File: src/rtl/imm_extend_unit.sv
// rtl/imm_extend_unit.sv - immediate extension stage with prefix pairing and output FIFO
module imm_extend_unit #(
  parameter int IMM_W  = 16,
  parameter int DATA_W = 32,
  parameter int DEPTH  = 2
) (
  input  logic              clk,
  input  logic              rst,
  input  logic              flush,
  input  logic              in_valid,
  output logic              in_ready,
  input  logic [IMM_W-1:0]  immediate,
  input  logic [2:0]        imm_src,
  output logic              out_valid,
  input  logic              out_ready,
  output logic [DATA_W-1:0] ext_imm,
  output logic              prefix_pending
);

  localparam int PTR_W = (DEPTH > 1) ? $clog2(DEPTH) : 1;
  localparam logic [PTR_W:0] FULL = (PTR_W + 1)'(DEPTH);

  localparam logic [0:0] IDLE     = 1'b0;
  localparam logic [0:0] PREFIXED = 1'b1;

  localparam logic [2:0] MODE_ZERO   = 3'b000;
  localparam logic [2:0] MODE_SIGN   = 3'b001;
  localparam logic [2:0] MODE_UPPER  = 3'b010;
  localparam logic [2:0] MODE_BRANCH = 3'b011;
  localparam logic [2:0] MODE_PREFIX = 3'b100;

  logic [0:0]        state;
  logic [IMM_W-1:0]  prefix_reg;
  logic [DATA_W-1:0] mem [DEPTH];
  logic [PTR_W-1:0]  wr_ptr;
  logic [PTR_W-1:0]  rd_ptr;
  logic [PTR_W:0]    count;

  logic              accept;
  logic              push;
  logic              pop;
  logic [DATA_W-1:0] zext;
  logic [DATA_W-1:0] sext;
  logic [DATA_W-1:0] ext_val;
  logic [DATA_W-1:0] push_data;

  assign in_ready       = (count != FULL);
  assign out_valid      = (count != '0);
  assign prefix_pending = (state == PREFIXED);
  assign ext_imm        = out_valid ? mem[rd_ptr] : '0;

  assign accept = in_valid && in_ready;
  assign push   = accept && (imm_src != MODE_PREFIX);
  assign pop    = out_valid && out_ready;

  assign zext = DATA_W'(immediate);
  assign sext = DATA_W'($signed(immediate));

  always_comb begin
    ext_val = zext;
    case (imm_src)
      MODE_ZERO:   ext_val = zext;
      MODE_SIGN:   ext_val = sext;
      MODE_UPPER:  ext_val = zext << IMM_W;
      MODE_BRANCH: ext_val = sext << 2;
      default:     ext_val = zext;
    endcase
  end

  // The second half of a prefix pair ignores its own mode entirely.
  assign push_data = (state == PREFIXED) ? DATA_W'({prefix_reg, immediate}) : ext_val;

  always_ff @(posedge clk or posedge rst) begin
    if (rst) begin
      state      <= IDLE;
      prefix_reg <= '0;
    end else if (flush) begin
      state      <= IDLE;
      prefix_reg <= '0;
    end else if (accept) begin
      if (imm_src == MODE_PREFIX) begin
        state      <= PREFIXED;
        prefix_reg <= immediate;
      end else begin
        state <= IDLE;
      end
    end
  end

  always_ff @(posedge clk) begin
    if (push && !flush) begin
      mem[wr_ptr] <= push_data;
    end
  end

  always_ff @(posedge clk or posedge rst) begin
    if (rst) begin
      wr_ptr <= '0;
      rd_ptr <= '0;
      count  <= '0;
    end else if (flush) begin
      wr_ptr <= '0;
      rd_ptr <= '0;
      count  <= '0;
    end else begin
      if (push) begin
        wr_ptr <= wr_ptr + 1'b1;
      end
      if (pop) begin
        rd_ptr <= rd_ptr + 1'b1;
      end
      case ({push, pop})
        2'b10:   count <= count + 1'b1;
        2'b01:   count <= count - 1'b1;
        default: count <= count;
      endcase
    end
  end

endmodule

File: config.mk
export PLATFORM = sky130hd
export DESIGN_NAME = imm_extend_unit
export DESIGN_NICKNAME = d
export VERILOG_FILES = /design/src/rtl/imm_extend_unit.sv
export SDC_FILE = /design/constraint.sdc
export NUM_CORES = 1
export LEC_CHECK = 0
export CAP_MARGIN = 5
export CORE_ASPECT_RATIO = 1.1
export CORE_MARGIN = 1.5
export CORE_UTILIZATION = 40
export CTS_CLUSTER_DIAMETER = 40
export DETAILED_ROUTE_END_ITERATION = 8
export PLACE_DENSITY_LB_ADDON = 0.1
export SLEW_MARGIN = 30
export SYNTH_ARGS = -nofsm -noshare
export SYNTH_HDL_FRONTEND = slang
export SYNTH_SLANG_ARGS = --single-unit
File: constraint.sdc
create_clock -name clk -period 7.3 [get_ports clk]
set_input_delay 0.73 -clock clk [delete_from_list [all_inputs] [get_ports clk]]
set_output_delay 0.73 -clock clk [all_outputs]
set_load 0.05 [all_outputs]
==> flow_summary.toml <==
[sta]
rsz0062_at_grt = "false"
fin_tns_setup_ns = 0
layout_min_cycle_time_ns = 3.956
setup_violations = 0
hold_viol_final = 0
maxSlewHeadroom_pct = 38.12
fin_crit_sh_pct = 54.19
worstMarginPinSlew_ns = 0.9253
drv_slew = 0
clock_skew_ns = 0.006174
max_freq_mhz = 252.8

[detailed_routing]
drt-initial-drc-count = 148
wl_mm = 8.970
avgRoutedWirePerCell_um = 18.12
via_per_inst = 5.495
antenna_left = 0
vias = 2720
drt-pass1-iter-count = 6
route.detailed.drc = 1

[die]
die_h_um = 107.6
start_util_pct = 40.81
ios = 59
core_area_sq_mm = 0.009747
die_w_um = 98.08
rows = 38
die_area_sq_mm = 0.01055

[yosys]
synth_area_leaders = "edfxtp_1 48%, dfrtp_1 13%, mux2i_1 8.3%"
async_reset_ff_share_pct = 24.71
yosys.area.top_type = "edfxtp_1"
synth-seq-cells = 85
synth_edf_count = 64
yosysUniqueCellTypes = 36
synth_warnings = 0
syn_area_sq_mm = 0.003978
synth_fp_nets = 351
postSynthCellCount = 327
synth_top_cell_area_share_pct = 48.32
ys_seq_area_share_pct = 61.53
synth_ff_type = "edfxtp_1"
syn_avg_cell_area_sq_um = 12.16

[cts]
insertion_delay_ns = 0.36
root_buffer = "clkbuf_8"
hold_buffers = 0
clockBufferDepth = 2
clk_pin_slew_ns = 0.08
htree_levels = 3
cts_tree = "done"
cts_resized = 0
postCtsSetupBuffers = 0
clock_sinks = 85
numCtsBuffers = 9

[global_route]
grt_max_degree = 35
track_usage_pct = 17.68
grt_overflow = 0
grt_pass1_vias = 2601
antenna_found_initial = 0
grt_pass1_wl_mm = 14.24

[power]
p_leak_uw = 0.001633
power.density_mw_per_mm2 = 219.1
p_comb_share_pct = 16.1
internal-power_uw = 757.7
seqPwrFrac_pct = 52.9
ir_drop_uv = 84.83
p_clk_share_pct = 31.1
p_sw_uw = 291.4
power_switching_share_pct = 27.77

[run_status]
status = "complete, but fails checks"
violations = "design-rule violations"

[worst_setup_path]
rr_startpoint = "count[1]$_DFFE_PP0P_"
required_ns = 7.34
path_max_fanout = 22
cp-startpoint = "imm_src[0]"
start_kind = "input pin"
cp.arrival_ns = 3.99
worst_setup_path_end_kind = "flip-flop"
path_class = "in2reg"

[worst_hold_path]
hp-class = "reg2reg"
min_from = "prefix_reg[15]$_DFFE_PP0P_"

[placement]
gp_routability_congestion = 0.7869
place_hpwl_mm = 5.849
dp.cells = 479
portBuffers = 58

[final_layout]
nets = 394
area_growth_pct = 20.38
fillers = 885
largest_reg_flops = 64
drive_gt1_share_pct = 9.600
final_cells = 495
antenna_cells = 0

[job]
max_cap_viol_count = 0
## per-layer routing
layer  routed length (um)  track usage (%)
met4                  144            7.857
met2                 4441            28.08
met3                  437            2.143
met1                 3946            24.42
met5                    0                0
## worst max-delay path, cell delays in order
cell and delay, ns:
clkdlybuf4s50_1 1.01, or3b_1 0.75, nand3_1 0.23, nor3b_2 0.81, buf_4 0.43
## through the flow
stage          power, uW  setup WS [ns]  hold slack [ns]  util, %  cell area (sq um)
4_1_cts             1058          3.277           0.5448    49.10               4786
2_1_floorplan      673.6          3.144           0.5133        -               3978
3_5_place_dp       736.0          2.887           0.5325    47.14               4594
3_3_place_gp       734.5          2.998           0.5238    47.14               4594
5_1_grt             1088          3.072           0.5543    49.13               4788
6_report            1049          3.344           0.5411    49.13               4788
## cell usage after synthesis (9+ instances only)
library cell,instances
mux2i_1,33
nand4_1,16
edfxtp_1,64
dfrtp_1,21
o31ai_1,9
a221o_1,14
nand2_1,31
o21ai_1,16
nor2_1,35
a21oi_1,21
clkbuf_1,16
## area by class of cell
cell class / count / area (sq um) / share of cell area (%)
clock buffer: 10 / 127.6 / 2.665
tap: 120 / 150.1 / 3.136
clock inverter: 6 / 63.81 / 1.333
inverter: 4 / 15.01 / 0.3136
timing repair buffer: 63 / 618.1 / 12.91
multi-input combinational: 207 / 1363 / 28.46
sequential: 85 / 2451 / 51.19
## worst paths after layout
kind / to / slack [ns] / depth (start not counted)
worst min-delay path: prefix_reg[15]$_DFFE_PP0P_ / 0.54 / 2
worst max register to register: mem[1][6]$_DFFE_PP_ / 4.41 / 6
worst max-delay path: mem[1][6]$_DFFE_PP_ / 3.34 / 5
min in group asynchronous: count[1]$_DFFE_PP0P_ / 0.85 / 2
worst min register to register: prefix_reg[15]$_DFFE_PP0P_ / 0.54 / 2
max in group asynchronous: rd_ptr$_DFFE_PP0P_ / 5.83 / 2
## logic make-up after synthesis
logic type	after synthesis	synth area share [%]
and+or+nand+nor	98	11.70
DFF	85	61.53
AOI/OAI and AO/OA	75	13.71
buffers and inverters	35	4.529
muxes	33	8.305
xor gates and xnor gates	1	0.2202
## placed cells by master, fill, tap and decap left out, types with 2 or more instances in the layout
| cell | n |
|---|---|
| nor2b_1 | 2 |
| nand3_1 | 2 |
| o31ai_2 | 8 |
| dfrtp_1 | 20 |
| o211ai_1 | 3 |
| nor2_1 | 34 |
| buf_4 | 5 |
| a221o_1 | 14 |
| o31ai_1 | 9 |
| nand2_1 | 31 |
| edfxtp_1 | 64 |
| nor3b_2 | 2 |
| nand4_1 | 16 |
| clkinvlp_4 | 2 |
| mux2i_1 | 33 |
| clkdlybuf4s50_1 | 58 |
| nand2b_1 | 2 |
| a21oi_1 | 21 |
| and2_1 | 2 |
| inv_1 | 3 |
| o21ai_1 | 16 |
| clkbuf_8 | 9 |
| clkinv_2 | 2 |
## power groups by stage
stage | combinational, uW | sequential [uW] | clock, uW
global route | 181 | 557 | 350
CTS | 171 | 555 | 333
global placement | 169 | 565 | 0
finish | 169 | 555 | 326
detailed placement | 171 | 565 | 0
floorplan | 117 | 557 | 0
Power figures use the tool's default switching activity.
